### config.mk
export PLATFORM = sky130hd
export DESIGN_NAME = load_store_unit_flat
export DESIGN_NICKNAME = d
export VERILOG_FILES = /design/src/rtl/load_store_unit_pkg.sv /design/src/rtl/load_store_unit_if.sv /design/src/rtl/load_store_unit_load_extend.sv /design/src/rtl/load_store_unit.sv /design/src/flat_wrapper.sv
export SDC_FILE = /design/constraint.sdc
export NUM_CORES = 1
export LEC_CHECK = 0
export CORE_ASPECT_RATIO = 0.75
export CORE_MARGIN = 3
export CORE_UTILIZATION = 43
export DETAILED_ROUTE_END_ITERATION = 12
export PLACE_DENSITY = 0.81
export RECOVER_POWER = 100
export SLEW_MARGIN = 20
export SYNTH_ARGS = -nofsm -noshare
export SYNTH_HDL_FRONTEND = slang
export SYNTH_SLANG_ARGS = --single-unit
### constraint.sdc
create_clock -name clk -period 2.47 [get_ports clk]
set_clock_uncertainty 0.2 [all_clocks]
set_input_delay 0.247 -clock clk [delete_from_list [all_inputs] [get_ports clk]]
set_output_delay 0.247 -clock clk [all_outputs]
set_load 0.03 [all_outputs]
### src/rtl/load_store_unit_pkg.sv
// load_store_unit_pkg: shared constants and types for the rv32i memory stage.
// Holds the FSM state encoding, funct3 codes, memory width codes and
// exception codes used by the LSU, its interface and the testbench.
package load_store_unit_pkg;

    // Exception codes shared with the data-memory access block
    localparam int EXCEPTION_LEN = 4;
    localparam logic [EXCEPTION_LEN-1:0] EXCEP_OK                = 4'd0;
    localparam logic [EXCEPTION_LEN-1:0] EXCEP_INVALID_MEM_READ  = 4'd5;
    localparam logic [EXCEPTION_LEN-1:0] EXCEP_INVALID_MEM_WRITE = 4'd7;

    // Access width codes understood by the data-memory access block
    localparam logic [1:0] MEM_WIDTH_BYTE = 2'd0;
    localparam logic [1:0] MEM_WIDTH_HALF = 2'd1;
    localparam logic [1:0] MEM_WIDTH_WORD = 2'd2;

    // Load funct3 codes
    localparam logic [2:0] FUNCT3_LB  = 3'b000;
    localparam logic [2:0] FUNCT3_LH  = 3'b001;
    localparam logic [2:0] FUNCT3_LW  = 3'b010;
    localparam logic [2:0] FUNCT3_LBU = 3'b100;
    localparam logic [2:0] FUNCT3_LHU = 3'b101;

    // Store funct3 codes
    localparam logic [2:0] FUNCT3_SB  = 3'b000;
    localparam logic [2:0] FUNCT3_SH  = 3'b001;
    localparam logic [2:0] FUNCT3_SW  = 3'b010;

    // LSU controller states
    typedef enum logic [1:0] {
        LSU_IDLE   = 2'd0,
        LSU_ACCESS = 2'd1,
        LSU_RESP   = 2'd2
    } lsu_state_t;

    // True for funct3 values that encode a real load
    function automatic logic load_funct3_legal(input logic [2:0] f3);
        logic ok;
        ok = 1'b0;
        case (f3)
            FUNCT3_LB, FUNCT3_LH, FUNCT3_LW, FUNCT3_LBU, FUNCT3_LHU: ok = 1'b1;
            default:                                                ok = 1'b0;
        endcase
        return ok;
    endfunction

    // True for funct3 values that encode a real store
    function automatic logic store_funct3_legal(input logic [2:0] f3);
        logic ok;
        ok = 1'b0;
        case (f3)
            FUNCT3_SB, FUNCT3_SH, FUNCT3_SW: ok = 1'b1;
            default:                         ok = 1'b0;
        endcase
        return ok;
    endfunction

endpackage

### src/rtl/load_store_unit_if.sv
// load_store_unit_if: bundles the execute request, writeback response and
// data-memory request channels of the LSU. The slave modport is the LSU's
// view; the master modport is the surrounding pipeline/memory view.
interface load_store_unit_if;
    import load_store_unit_pkg::*;

    // Execute -> LSU request
    logic                     req_valid_In;
    logic                     req_ready_Out;
    logic [31:0]              req_addr_In;
    logic [31:0]              req_storeData_In;
    logic [2:0]               req_funct3_In;
    logic                     req_isLoad_In;
    logic                     req_isStore_In;
    logic [4:0]               req_rd_In;

    // LSU -> writeback response
    logic                     resp_valid_Out;
    logic                     resp_ready_In;
    logic [31:0]              resp_data_Out;
    logic [4:0]               resp_rd_Out;
    logic [EXCEPTION_LEN-1:0] resp_exception_Out;
    logic [31:0]              resp_badAddr_Out;

    // LSU <-> data-memory access block
    logic [31:0]              mem_addr_Out;
    logic [31:0]              mem_data_Out;
    logic [1:0]               mem_dataWidth_Out;
    logic                     mem_isRead_Out;
    logic                     mem_inputValid_Out;
    logic [EXCEPTION_LEN-1:0] mem_exception_In;
    logic [31:0]              mem_data_In;
    logic                     mem_operationOK_In;

    modport slave (
        input  req_valid_In, req_addr_In, req_storeData_In, req_funct3_In,
               req_isLoad_In, req_isStore_In, req_rd_In,
        output req_ready_Out,
        input  resp_ready_In,
        output resp_valid_Out, resp_data_Out, resp_rd_Out,
               resp_exception_Out, resp_badAddr_Out,
        output mem_addr_Out, mem_data_Out, mem_dataWidth_Out,
               mem_isRead_Out, mem_inputValid_Out,
        input  mem_exception_In, mem_data_In, mem_operationOK_In
    );

    modport master (
        output req_valid_In, req_addr_In, req_storeData_In, req_funct3_In,
               req_isLoad_In, req_isStore_In, req_rd_In,
        input  req_ready_Out,
        output resp_ready_In,
        input  resp_valid_Out, resp_data_Out, resp_rd_Out,
               resp_exception_Out, resp_badAddr_Out,
        input  mem_addr_Out, mem_data_Out, mem_dataWidth_Out,
               mem_isRead_Out, mem_inputValid_Out,
        output mem_exception_In, mem_data_In, mem_operationOK_In
    );

endinterface

### src/rtl/load_store_unit_load_extend.sv
// lsu_load_extend: purely combinational sign/zero extension of right-aligned
// load data according to the load funct3.
module lsu_load_extend
    import load_store_unit_pkg::*;
(
    input  logic [2:0]  i_funct3,
    input  logic [31:0] i_raw,
    output logic [31:0] o_data
);

    // Select the extension matching the load width and signedness
    always_comb begin
        o_data = i_raw;
        case (i_funct3)
            FUNCT3_LB:  o_data = {{24{i_raw[7]}},  i_raw[7:0]};
            FUNCT3_LBU: o_data = {24'h000000,      i_raw[7:0]};
            FUNCT3_LH:  o_data = {{16{i_raw[15]}}, i_raw[15:0]};
            FUNCT3_LHU: o_data = {16'h0000,        i_raw[15:0]};
            FUNCT3_LW:  o_data = i_raw;
            default:    o_data = i_raw;
        endcase
    end

endmodule

### src/rtl/load_store_unit.sv
// load_store_unit: rv32i memory-stage controller. Accepts one request from
// execute, drives a level-stable request to the data-memory block, extends
// load data and returns a registered writeback response.
// Optional feature: define LSU_TIMEOUT_EN to add an ACCESS watchdog that
// faults the access after TIMEOUT_CYCLES cycles without OK or exception.
module load_store_unit
    import load_store_unit_pkg::*;
#(
    parameter int TIMEOUT_CYCLES = 255
) (
    input  logic               clk,
    input  logic               rst,
    load_store_unit_if.slave   bus
);

    lsu_state_t               r_state, w_state_next;

    // Request fields captured at acceptance; the memory request is driven
    // only from these so it stays stable across the whole access.
    logic [31:0]              r_addr, w_addr_next;
    logic [31:0]              r_store_data, w_store_data_next;
    logic [2:0]               r_funct3, w_funct3_next;
    logic                     r_is_load, w_is_load_next;
    logic                     r_is_store, w_is_store_next;
    logic [4:0]               r_rd, w_rd_next;

    // Registered writeback response
    logic [31:0]              r_resp_data, w_resp_data_next;
    logic [EXCEPTION_LEN-1:0] r_resp_exc, w_resp_exc_next;
    logic [31:0]              r_resp_bad, w_resp_bad_next;

    logic [31:0]              w_ext_data;
    logic [1:0]               w_mem_width;

`ifdef LSU_TIMEOUT_EN
    localparam int CNT_W = (TIMEOUT_CYCLES > 255) ? $clog2(TIMEOUT_CYCLES + 1) : 8;
    logic [CNT_W-1:0]         r_cnt, w_cnt_next;
    logic                     w_timeout;
    // The counter holds the number of ACCESS cycles already completed, so
    // the last permitted cycle is the one where it equals TIMEOUT_CYCLES-1.
    assign w_timeout = (r_cnt == CNT_W'(TIMEOUT_CYCLES - 1));
`endif

    lsu_load_extend u_load_extend (
        .i_funct3 (r_funct3),
        .i_raw    (bus.mem_data_In),
        .o_data   (w_ext_data)
    );

    // Map funct3[1:0] onto the memory width code
    always_comb begin
        w_mem_width = MEM_WIDTH_WORD;
        case (r_funct3[1:0])
            2'b00:   w_mem_width = MEM_WIDTH_BYTE;
            2'b01:   w_mem_width = MEM_WIDTH_HALF;
            default: w_mem_width = MEM_WIDTH_WORD;
        endcase
    end

    // Next-state and capture logic for the IDLE/ACCESS/RESP controller
    always_comb begin
        w_state_next      = r_state;
        w_addr_next       = r_addr;
        w_store_data_next = r_store_data;
        w_funct3_next     = r_funct3;
        w_is_load_next    = r_is_load;
        w_is_store_next   = r_is_store;
        w_rd_next         = r_rd;
        w_resp_data_next  = r_resp_data;
        w_resp_exc_next   = r_resp_exc;
        w_resp_bad_next   = r_resp_bad;
`ifdef LSU_TIMEOUT_EN
        w_cnt_next        = r_cnt;
`endif

        case (r_state)
            LSU_IDLE: begin
                if (bus.req_valid_In) begin
                    w_addr_next       = bus.req_addr_In;
                    w_store_data_next = bus.req_storeData_In;
                    w_funct3_next     = bus.req_funct3_In;
                    w_is_load_next    = bus.req_isLoad_In;
                    w_is_store_next   = bus.req_isStore_In;
                    w_rd_next         = bus.req_rd_In;
                    if (!bus.req_isLoad_In && !bus.req_isStore_In) begin
                        // Pass-through: the ALU result is the writeback value
                        w_resp_data_next = bus.req_addr_In;
                        w_resp_exc_next  = EXCEP_OK;
                        w_resp_bad_next  = 32'h0;
                        w_state_next     = LSU_RESP;
                    end else if (bus.req_isLoad_In && !load_funct3_legal(bus.req_funct3_In)) begin
                        w_resp_data_next = 32'h0;
                        w_resp_exc_next  = EXCEP_INVALID_MEM_READ;
                        w_resp_bad_next  = bus.req_addr_In;
                        w_state_next     = LSU_RESP;
                    end else if (!bus.req_isLoad_In && !store_funct3_legal(bus.req_funct3_In)) begin
                        w_resp_data_next = 32'h0;
                        w_resp_exc_next  = EXCEP_INVALID_MEM_WRITE;
                        w_resp_bad_next  = bus.req_addr_In;
                        w_state_next     = LSU_RESP;
                    end else begin
                        w_state_next     = LSU_ACCESS;
`ifdef LSU_TIMEOUT_EN
                        w_cnt_next       = '0;
`endif
                    end
                end
            end

            LSU_ACCESS: begin
                // A memory exception outranks a simultaneous OK
                if (bus.mem_exception_In != EXCEP_OK) begin
                    w_resp_data_next = 32'h0;
                    w_resp_exc_next  = bus.mem_exception_In;
                    w_resp_bad_next  = r_addr;
                    w_state_next     = LSU_RESP;
                end else if (bus.mem_operationOK_In) begin
                    w_resp_data_next = r_is_load ? w_ext_data : 32'h0;
                    w_resp_exc_next  = EXCEP_OK;
                    w_resp_bad_next  = 32'h0;
                    w_state_next     = LSU_RESP;
                end
`ifdef LSU_TIMEOUT_EN
                else if (w_timeout) begin
                    w_resp_data_next = 32'h0;
                    w_resp_exc_next  = r_is_load ? EXCEP_INVALID_MEM_READ
                                                 : EXCEP_INVALID_MEM_WRITE;
                    w_resp_bad_next  = r_addr;
                    w_state_next     = LSU_RESP;
                end else begin
                    w_cnt_next       = r_cnt + 1'b1;
                end
`endif
            end

            LSU_RESP: begin
                if (bus.resp_ready_In) begin
                    w_state_next = LSU_IDLE;
                end
            end

            default: begin
                w_state_next = LSU_IDLE;
            end
        endcase
    end

    // State and data registers with synchronous reset
    always_ff @(posedge clk) begin
        if (rst) begin
            r_state      <= LSU_IDLE;
            r_addr       <= 32'h0;
            r_store_data <= 32'h0;
            r_funct3     <= 3'b000;
            r_is_load    <= 1'b0;
            r_is_store   <= 1'b0;
            r_rd         <= 5'd0;
            r_resp_data  <= 32'h0;
            r_resp_exc   <= EXCEP_OK;
            r_resp_bad   <= 32'h0;
`ifdef LSU_TIMEOUT_EN
            r_cnt        <= '0;
`endif
        end else begin
            r_state      <= w_state_next;
            r_addr       <= w_addr_next;
            r_store_data <= w_store_data_next;
            r_funct3     <= w_funct3_next;
            r_is_load    <= w_is_load_next;
            r_is_store   <= w_is_store_next;
            r_rd         <= w_rd_next;
            r_resp_data  <= w_resp_data_next;
            r_resp_exc   <= w_resp_exc_next;
            r_resp_bad   <= w_resp_bad_next;
`ifdef LSU_TIMEOUT_EN
            r_cnt        <= w_cnt_next;
`endif
        end
    end

    // Handshake outputs follow the state; data outputs come from registers
    assign bus.req_ready_Out      = (r_state == LSU_IDLE);
    assign bus.resp_valid_Out     = (r_state == LSU_RESP);
    assign bus.resp_data_Out      = r_resp_data;
    assign bus.resp_rd_Out        = r_rd;
    assign bus.resp_exception_Out = r_resp_exc;
    assign bus.resp_badAddr_Out   = r_resp_bad;

    assign bus.mem_inputValid_Out = (r_state == LSU_ACCESS);
    assign bus.mem_addr_Out       = r_addr;
    assign bus.mem_data_Out       = r_store_data;
    assign bus.mem_dataWidth_Out  = w_mem_width;
    // Loads are flagged read; a request flagged both ways is treated as a load
    assign bus.mem_isRead_Out     = r_is_load | ~r_is_store;

endmodule

### src/flat_wrapper.sv
// flat-port wrapper written by rule: the top's interface ports become plain ports
module load_store_unit_flat import load_store_unit_pkg::*;
#(
    parameter int TIMEOUT_CYCLES = 255
)
  (clk, rst, bus_req_valid_In, bus_req_addr_In, bus_req_storeData_In, bus_req_funct3_In, bus_req_isLoad_In, bus_req_isStore_In, bus_req_rd_In, bus_req_ready_Out, bus_resp_ready_In, bus_resp_valid_Out, bus_resp_data_Out, bus_resp_rd_Out, bus_resp_exception_Out, bus_resp_badAddr_Out, bus_mem_addr_Out, bus_mem_data_Out, bus_mem_dataWidth_Out, bus_mem_isRead_Out, bus_mem_inputValid_Out, bus_mem_exception_In, bus_mem_data_In, bus_mem_operationOK_In);
  load_store_unit_if bus_i ();
  input  logic clk;
  input  logic rst;
  input wire logic [$bits(bus_i.req_valid_In)-1:0] bus_req_valid_In;
  input wire logic [$bits(bus_i.req_addr_In)-1:0] bus_req_addr_In;
  input wire logic [$bits(bus_i.req_storeData_In)-1:0] bus_req_storeData_In;
  input wire logic [$bits(bus_i.req_funct3_In)-1:0] bus_req_funct3_In;
  input wire logic [$bits(bus_i.req_isLoad_In)-1:0] bus_req_isLoad_In;
  input wire logic [$bits(bus_i.req_isStore_In)-1:0] bus_req_isStore_In;
  input wire logic [$bits(bus_i.req_rd_In)-1:0] bus_req_rd_In;
  output wire logic [$bits(bus_i.req_ready_Out)-1:0] bus_req_ready_Out;
  input wire logic [$bits(bus_i.resp_ready_In)-1:0] bus_resp_ready_In;
  output wire logic [$bits(bus_i.resp_valid_Out)-1:0] bus_resp_valid_Out;
  output wire logic [$bits(bus_i.resp_data_Out)-1:0] bus_resp_data_Out;
  output wire logic [$bits(bus_i.resp_rd_Out)-1:0] bus_resp_rd_Out;
  output wire logic [$bits(bus_i.resp_exception_Out)-1:0] bus_resp_exception_Out;
  output wire logic [$bits(bus_i.resp_badAddr_Out)-1:0] bus_resp_badAddr_Out;
  output wire logic [$bits(bus_i.mem_addr_Out)-1:0] bus_mem_addr_Out;
  output wire logic [$bits(bus_i.mem_data_Out)-1:0] bus_mem_data_Out;
  output wire logic [$bits(bus_i.mem_dataWidth_Out)-1:0] bus_mem_dataWidth_Out;
  output wire logic [$bits(bus_i.mem_isRead_Out)-1:0] bus_mem_isRead_Out;
  output wire logic [$bits(bus_i.mem_inputValid_Out)-1:0] bus_mem_inputValid_Out;
  input wire logic [$bits(bus_i.mem_exception_In)-1:0] bus_mem_exception_In;
  input wire logic [$bits(bus_i.mem_data_In)-1:0] bus_mem_data_In;
  input wire logic [$bits(bus_i.mem_operationOK_In)-1:0] bus_mem_operationOK_In;
  assign bus_i.req_valid_In = bus_req_valid_In;
  assign bus_i.req_addr_In = bus_req_addr_In;
  assign bus_i.req_storeData_In = bus_req_storeData_In;
  assign bus_i.req_funct3_In = bus_req_funct3_In;
  assign bus_i.req_isLoad_In = bus_req_isLoad_In;
  assign bus_i.req_isStore_In = bus_req_isStore_In;
  assign bus_i.req_rd_In = bus_req_rd_In;
  assign bus_req_ready_Out = bus_i.req_ready_Out;
  assign bus_i.resp_ready_In = bus_resp_ready_In;
  assign bus_resp_valid_Out = bus_i.resp_valid_Out;
  assign bus_resp_data_Out = bus_i.resp_data_Out;
  assign bus_resp_rd_Out = bus_i.resp_rd_Out;
  assign bus_resp_exception_Out = bus_i.resp_exception_Out;
  assign bus_resp_badAddr_Out = bus_i.resp_badAddr_Out;
  assign bus_mem_addr_Out = bus_i.mem_addr_Out;
  assign bus_mem_data_Out = bus_i.mem_data_Out;
  assign bus_mem_dataWidth_Out = bus_i.mem_dataWidth_Out;
  assign bus_mem_isRead_Out = bus_i.mem_isRead_Out;
  assign bus_mem_inputValid_Out = bus_i.mem_inputValid_Out;
  assign bus_i.mem_exception_In = bus_mem_exception_In;
  assign bus_i.mem_data_In = bus_mem_data_In;
  assign bus_i.mem_operationOK_In = bus_mem_operationOK_In;
  load_store_unit #(.TIMEOUT_CYCLES(TIMEOUT_CYCLES)) u_core (.clk(clk), .rst(rst), .bus(bus_i));
endmodule
== Word level (Yosys, flattened, before mapping) ==
Cells that the tools add are included.

* Register bits after elaboration: 144
* Input port bits: 115
* Output and inout port bits: 143
* Logic and storage cells: 85

* Equality and inequality tests: 14
* Multiplexer cells: 41
* Bitwise logic cells: 2
* Reduce and logical (&&, ||, !) cells: 18

{| class="wikitable"
|+ Operators by type and width
! operator !! number
|-
| 32-bit two-way mux || 13
|-
| 32-bit one-hot mux with 2 select lines || 2
|-
| 32-bit one-hot mux with 4 select lines || 1
|-
| 4-bit two-way mux || 6
|-
| 2-bit two-way mux || 7
|-
| 3-bit equality test, second input constant || 4
|-
| 1-bit two-way mux || 9
|-
| 4-bit one-hot mux with 2 select lines || 1
|-
| 3-bit by 1-bit equality test with 1-bit output, second input constant || 2
|-
| 3-bit zero test || 2
|-
| 2-bit one-hot mux with 3 select lines || 1
|-
| 5-bit OR reduction || 1
|-
| 2-bit by 1-bit equality test with 1-bit output, second input constant || 2
|-
| 1-bit zero test || 4
|-
| 2-bit zero test || 2
|-
| 2-bit inequality test, second input constant || 2
|-
| 4-bit by 1-bit inequality test with 1-bit output, second input constant || 1
|-
| 2-bit one-hot mux with 2 select lines || 1
|-
| 4-bit AND reduction || 1
|-
| 4-bit nonzero test || 1
|-
| 3-bit by 2-bit equality test with 1-bit output, second input constant || 1
|-
| 1-bit logical AND || 3
|-
| 3-bit by 1-bit inequality test with 1-bit output, second input constant || 1
|-
| 3-bit AND reduction || 1
|-
| other kinds (6) || 6
|}

== Logic depth before layout (Yosys ltp) ==
* Word-level depth: 19
* Mapped depth: 7
* Depth with buffers taken out: 5

== Hierarchy ==
A second synthesis with hierarchy kept.

* Cell total of the unflattened synthesis: 735
* Area, all modules: 6,103.4 µm²

{| class="wikitable"
|+ By module, submodules not included
! module !! instances !! cells each !! area each (µm²) !! sequential area each (µm²)
|-
| load_store_unit || 1 || 668 || 5,748.0 || 2,882.8
|-
| lsu_load_extend || 1 || 67 || 355.3 || 0.0
|}

== Least setup slack after synthesis ==
OpenSTA, ideal clock, no wires.

* Path type: reg2reg
* Start point: register u_core.r_state[1]
* End point: register u_core.r_resp_bad[10] (netlist: u_core.bus.resp_badAddr_Out[10])
* Setup time: 81 ps
* Data arrival time: 1,931 ps
* Data required time: 2,189 ps
* Path slack: 258 ps
* Cell stages (with the launch flop): 8
* Path buffers: 3
* Period minus slack after synthesis: 2,212 ps
* Cell sequence: dfxtp_1 -> nor2_1 -> o211ai_1 -> and2_1 -> clkbuf_1 -> buf_6 -> buf_6 -> a211oi_2

* Cells in the longest elaborated chain, start to end: 3
* Elaborated cells on any way between the ends: 8
* Those cells by class: eq/ne (4); mux (1); reduce/logical (3)

{| class="wikitable"
|+ RTL lines
! item !! line !! source
|-
| from (decl) || load_store_unit.sv:16 || <nowiki>lsu_state_t r_state, w_state_next;</nowiki>
|-
| from (signal assigned) || load_store_unit.sv:165 || <nowiki>r_state <= w_state_next;</nowiki>
|-
| 2-bit zero test * || -- ||
|-
| named net bus_req_ready_Out || flat_wrapper.sv:17 || <nowiki>output wire logic [$bits(bus_i.req_ready_Out)-1:0] bus_req_ready_Out;</nowiki>
|-
| 4-bit by 1-bit inequality test with 1-bit output (no source line), or another cell as far along || -- ||
|-
| 4-bit AND reduction (no source line) || -- ||
|-
| to (signal assigned) || load_store_unit.sv:174 || <nowiki>r_resp_bad <= w_resp_bad_next;</nowiki>
|-
| to (decl) || load_store_unit.sv:30 || <nowiki>logic [31:0] r_resp_bad, w_resp_bad_next;</nowiki>
|}

Mark *: on every way through the listed nets, which the timed path passes. The rest lies on a longest branch.
A chain may end at the register's enable or synchronous reset.

== Worst setup path in the final report ==
* Start point: register u_core.r_funct3[0]
* End point: output bus_mem_dataWidth_Out[0]

* Cells in the longest elaborated chain, start to end: 2
* Elaborated cells on any way between the ends: 3
* Those cells by class: eq/ne (1); mux (1); reduce/logical (1)

{| class="wikitable"
|+ RTL lines
! item !! line !! source
|-
| from (decl) || load_store_unit.sv:22 || <nowiki>logic [2:0] r_funct3, w_funct3_next;</nowiki>
|-
| from (signal assigned) || load_store_unit.sv:168 || <nowiki>r_funct3 <= w_funct3_next;</nowiki>
|-
| 2-bit by 1-bit equality test with 1-bit output / 2-bit zero test (equally long branches) || load_store_unit.sv:53 || <nowiki>case (r_funct3[1:0])</nowiki>
|-
| 2-bit one-hot mux with 2 select lines * || load_store_unit.sv:53 ||
|-
| to (decl) || flat_wrapper.sv:26 || <nowiki>output wire logic [$bits(bus_i.mem_dataWidth_Out)-1:0] bus_mem_dataWidth_Out;</nowiki>
|}

Every way passes the cells marked *; elsewhere a longest branch is shown, timed or not.

==> qor.json <==
{
  "routing": {
    "drtPass1Iterations": 5,
    "number_of_design_rule_violations_left_after_detail_routing": 0,
    "vias": 6300,
    "final_antenna_net_count": 0,
    "drt_iter0_markers": 588,
    "post_drt_wl_per_cell_um": 19.4,
    "detail_route.wirelength_mm": 21.8,
    "route.detailed.vias_per_inst": 5.60
  },
  "global_routing": {
    "grt_antenna_before_repair": 0,
    "grt.overflow.total": 0,
    "grt_pass1_vias": 6066,
    "wire_length_of_the_first_global_routing_pass_mm": 33.2,
    "grt.total_usage_pct": 27.3,
    "grt_max_degree": 54
  },
  "cts": {
    "tritoncts_num_sinks": 144,
    "cts-root-to-sink-buffers": 2,
    "numCtsBuffers": 17,
    "post_cts_hold_buffer_count": 0,
    "path_clk_slew_ns": 0.06,
    "clk_root_buffer_cell": "sky130_fd_sc_hd__clkbuf_16",
    "htree_num_levels": 4,
    "worstSkewPairLatency_ns": 0.41,
    "tritoncts_clock_tree": "built"
  },
  "synthesis": {
    "synth.yosys.seq_area_share_pct": 47.7,
    "netlist_instances": 708,
    "synth_seq_cells": 144,
    "synthDominantCellAreaShare_pct": 47.7,
    "synth_area_per_cell_um2": 8.54,
    "synthesis.area_um2": 6050,
    "yosysWarnings": 0,
    "library_cell_occupying_the_most_area_in_the_post_synthesis_netlist": "sky130_fd_sc_hd__dfxtp_1",
    "syn-num-nets": 823,
    "synthDistinctLibCells": 34,
    "yosys-top-cells-area": "sky130_fd_sc_hd__dfxtp_1, sky130_fd_sc_hd__a21oi_1, sky130_fd_sc_hd__nand2_1"
  },
  "pwr": {
    "power.sequential.fraction_pct": 35.5,
    "post-layout-total-power_mw": 7.63,
    "power.internal_mw": 5.20,
    "clock_power_share_pct": 37.2,
    "powerDensity_nw_per_um2": 813,
    "switching_power_mw": 2.43,
    "power_leakage_nw": 3.69,
    "switching_share_pct": 31.8,
    "pwr-share-comb_pct": 27.3,
    "irDropWorstVdd_uv": 546
  },
  "min_path": {
    "hold_path.class": "input pin to register"
  },
  "layout": {
    "layout_cells_sized_above_1_pct": 7.56,
    "filler_free_cell_count_of_the_finished_design": 1124,
    "antenna_cells": 0,
    "highest_count_cells_in_the_layout_ignoring_fill_and_taps": "sky130_fd_sc_hd__nand2_1, sky130_fd_sc_hd__dfxtp_1, sky130_fd_sc_hd__a21oi_1",
    "finalCoreUtilization_pct": 70.1,
    "fill_cells": 1068,
    "layout_commonest_cell": "sky130_fd_sc_hd__nand2_1",
    "post-route-cell-area_um2": 9380,
    "areaGrowthSynthToFinish_pct": 55.2,
    "finish.net_count": 1055
  },
  "sta": {
    "slew_viol_final": 0,
    "fin_crit_sh_pct": 95.3,
    "timing.fmax_mhz": 425,
    "fin_crit_ns": 2.35,
    "final.setup.tns_ns": 0,
    "grt_setup_unrepaired": "no",
    "worst_max_slew_pin_slew_ns": 0.609,
    "hold_slack_ns": 0.0946,
    "finalHoldViolCount": 0,
    "maxSlewHeadroom_pct": 59.4,
    "fin_worst_setup_slack_ns": 0.117,
    "report.final.setup_viol": 0
  },
  "floorplanning": {
    "die_outline_height_um": 109,
    "fp.dieArea_um2": 15500,
    "io_pins": 258,
    "floorplan.initialDensity_pct": 45.2,
    "fp-row-count": 36,
    "die-width_um": 143,
    "fp.coreArea_um2": 13400
  },
  "worst_setup_path": {
    "timing.critical_path.arrival_ns": 1.91,
    "required_ns": 2.02,
    "startpoint_type": "register",
    "crit_type": "register to output pin",
    "element_type_at_the_critical_path_end": "output pin",
    "timing.critical_path.fanout_max": 12
  },
  "placement": {
    "post-place-ws_ns": 0.0969,
    "dpl-instance-area_um2": 8910,
    "place_hpwl_mm": 14.9,
    "io_buffers": 257,
    "final_replace_weighted_congestion": 0.847,
    "dpl.cell_count": 1092
  },
  "outcome": {
    "outcome": "complete, no violations"
  },
  "job": {
    "max-cap-violations": 0
  }
}
[power by group through the flow]
stage                     Combinational [mW]  Clock [mW]  Sequential, mW
after global placement                  2.22           0            2.76
after global routing                    2.22        2.96            2.74
after CTS                               2.25        2.86            2.72
after detailed placement                2.24           0            2.77
final                                   2.09        2.84            2.71
after floorplan                        0.782           0            3.21
[worst paths after layout]
| kind | startpoint | endpoint | slack, ns | depth (start not counted) |
|---|---|---|---|---|
| hold reg to reg | u_core.bus.mem_data_Out[18] | u_core.bus.mem_data_Out[18] | 0.25 | 2 |
| setup / recovery | u_core.r_funct3[0] | bus_mem_dataWidth_Out[0] | 0.12 | 2 |
| hold / removal | rst | u_core.bus.mem_data_Out[22] | 0.09 | 2 |
| setup reg to reg | u_core.r_state[1] | u_core.bus.resp_badAddr_Out[8] | 0.22 | 5 |
[metal layers]
metal  track usage (%)  wire length (um)
met1              35.6              9220
met2              43.2             10000
met3              8.51              2120
met4              9.02               443
met5                 0                 0
[repair_timing]
action | 4_1_cts | 5_1_grt
setup endpoints to repair | 0 | 1
buffers inserted | 0 | 0
resized for setup | 0 | 1
[worst max-delay path: stages (launching register included)]
cell and delay (ns):
sky130_fd_sc_hd__dfxtp_1 0.55, sky130_fd_sc_hd__nor2b_1 0.19, sky130_fd_sc_hd__dlygate4sd3_1 0.75
[sequential cells by signal, summed over array words and instances (netlist names)]
signal                         flops
u_core.bus.mem_addr_Out           32
u_core.bus.resp_exception_Out      4
u_core.bus.resp_rd_Out             5
u_core.bus.resp_badAddr_Out       32
u_core.bus.mem_data_Out           32
u_core.r_funct3                    3
u_core.r_is_store                  1
u_core.r_state                     2
u_core.r_is_load                   1
u_core.bus.resp_data_Out          32
[synth_stat cells, drive strengths merged]
master   instances
a21oi          142
dfxtp          144
a32oi           16
a211oi          65
a311oi           3
nor2b            4
nor2             4
nand2b          18
nand3            1
a22oi           49
a21bo            1
inv              2
o21ai           11
or4b             1
o21bai           1
nand2          161
o211ai           2
buf             16
clkbuf          58
and2             2
mux2i            1
nor4b            1
a2111oi          1
nor4             1
and3             1
nor3             2
[layout make-up]
| class | instances | area (um^2) | area share (%) |
|---|---|---|---|
| timing repair buffer | 287 | 2910 | 31.0 |
| tap | 171 | 214 | 2.28 |
| clock inverter | 12 | 208 | 2.21 |
| clock buffer | 20 | 437 | 4.65 |
| sequential | 144 | 2880 | 30.7 |
| inverter | 2 | 7.51 | 0.0800 |
| multi-input combinational | 488 | 2720 | 29.0 |
[logic make-up (layout without fill, tap and decap cells)]
group | count (synthesis) | count (layout) | share of synthesized area (%)
flops | 144 | 144 | 47.7
compound gates | 291 | 291 | 32.8
simple gates | 196 | 196 | 13.8
mux | 1 | 1 | 0.166
buf+inv | 76 | 321 | 5.48
Power figures use the tool's default switching activity.
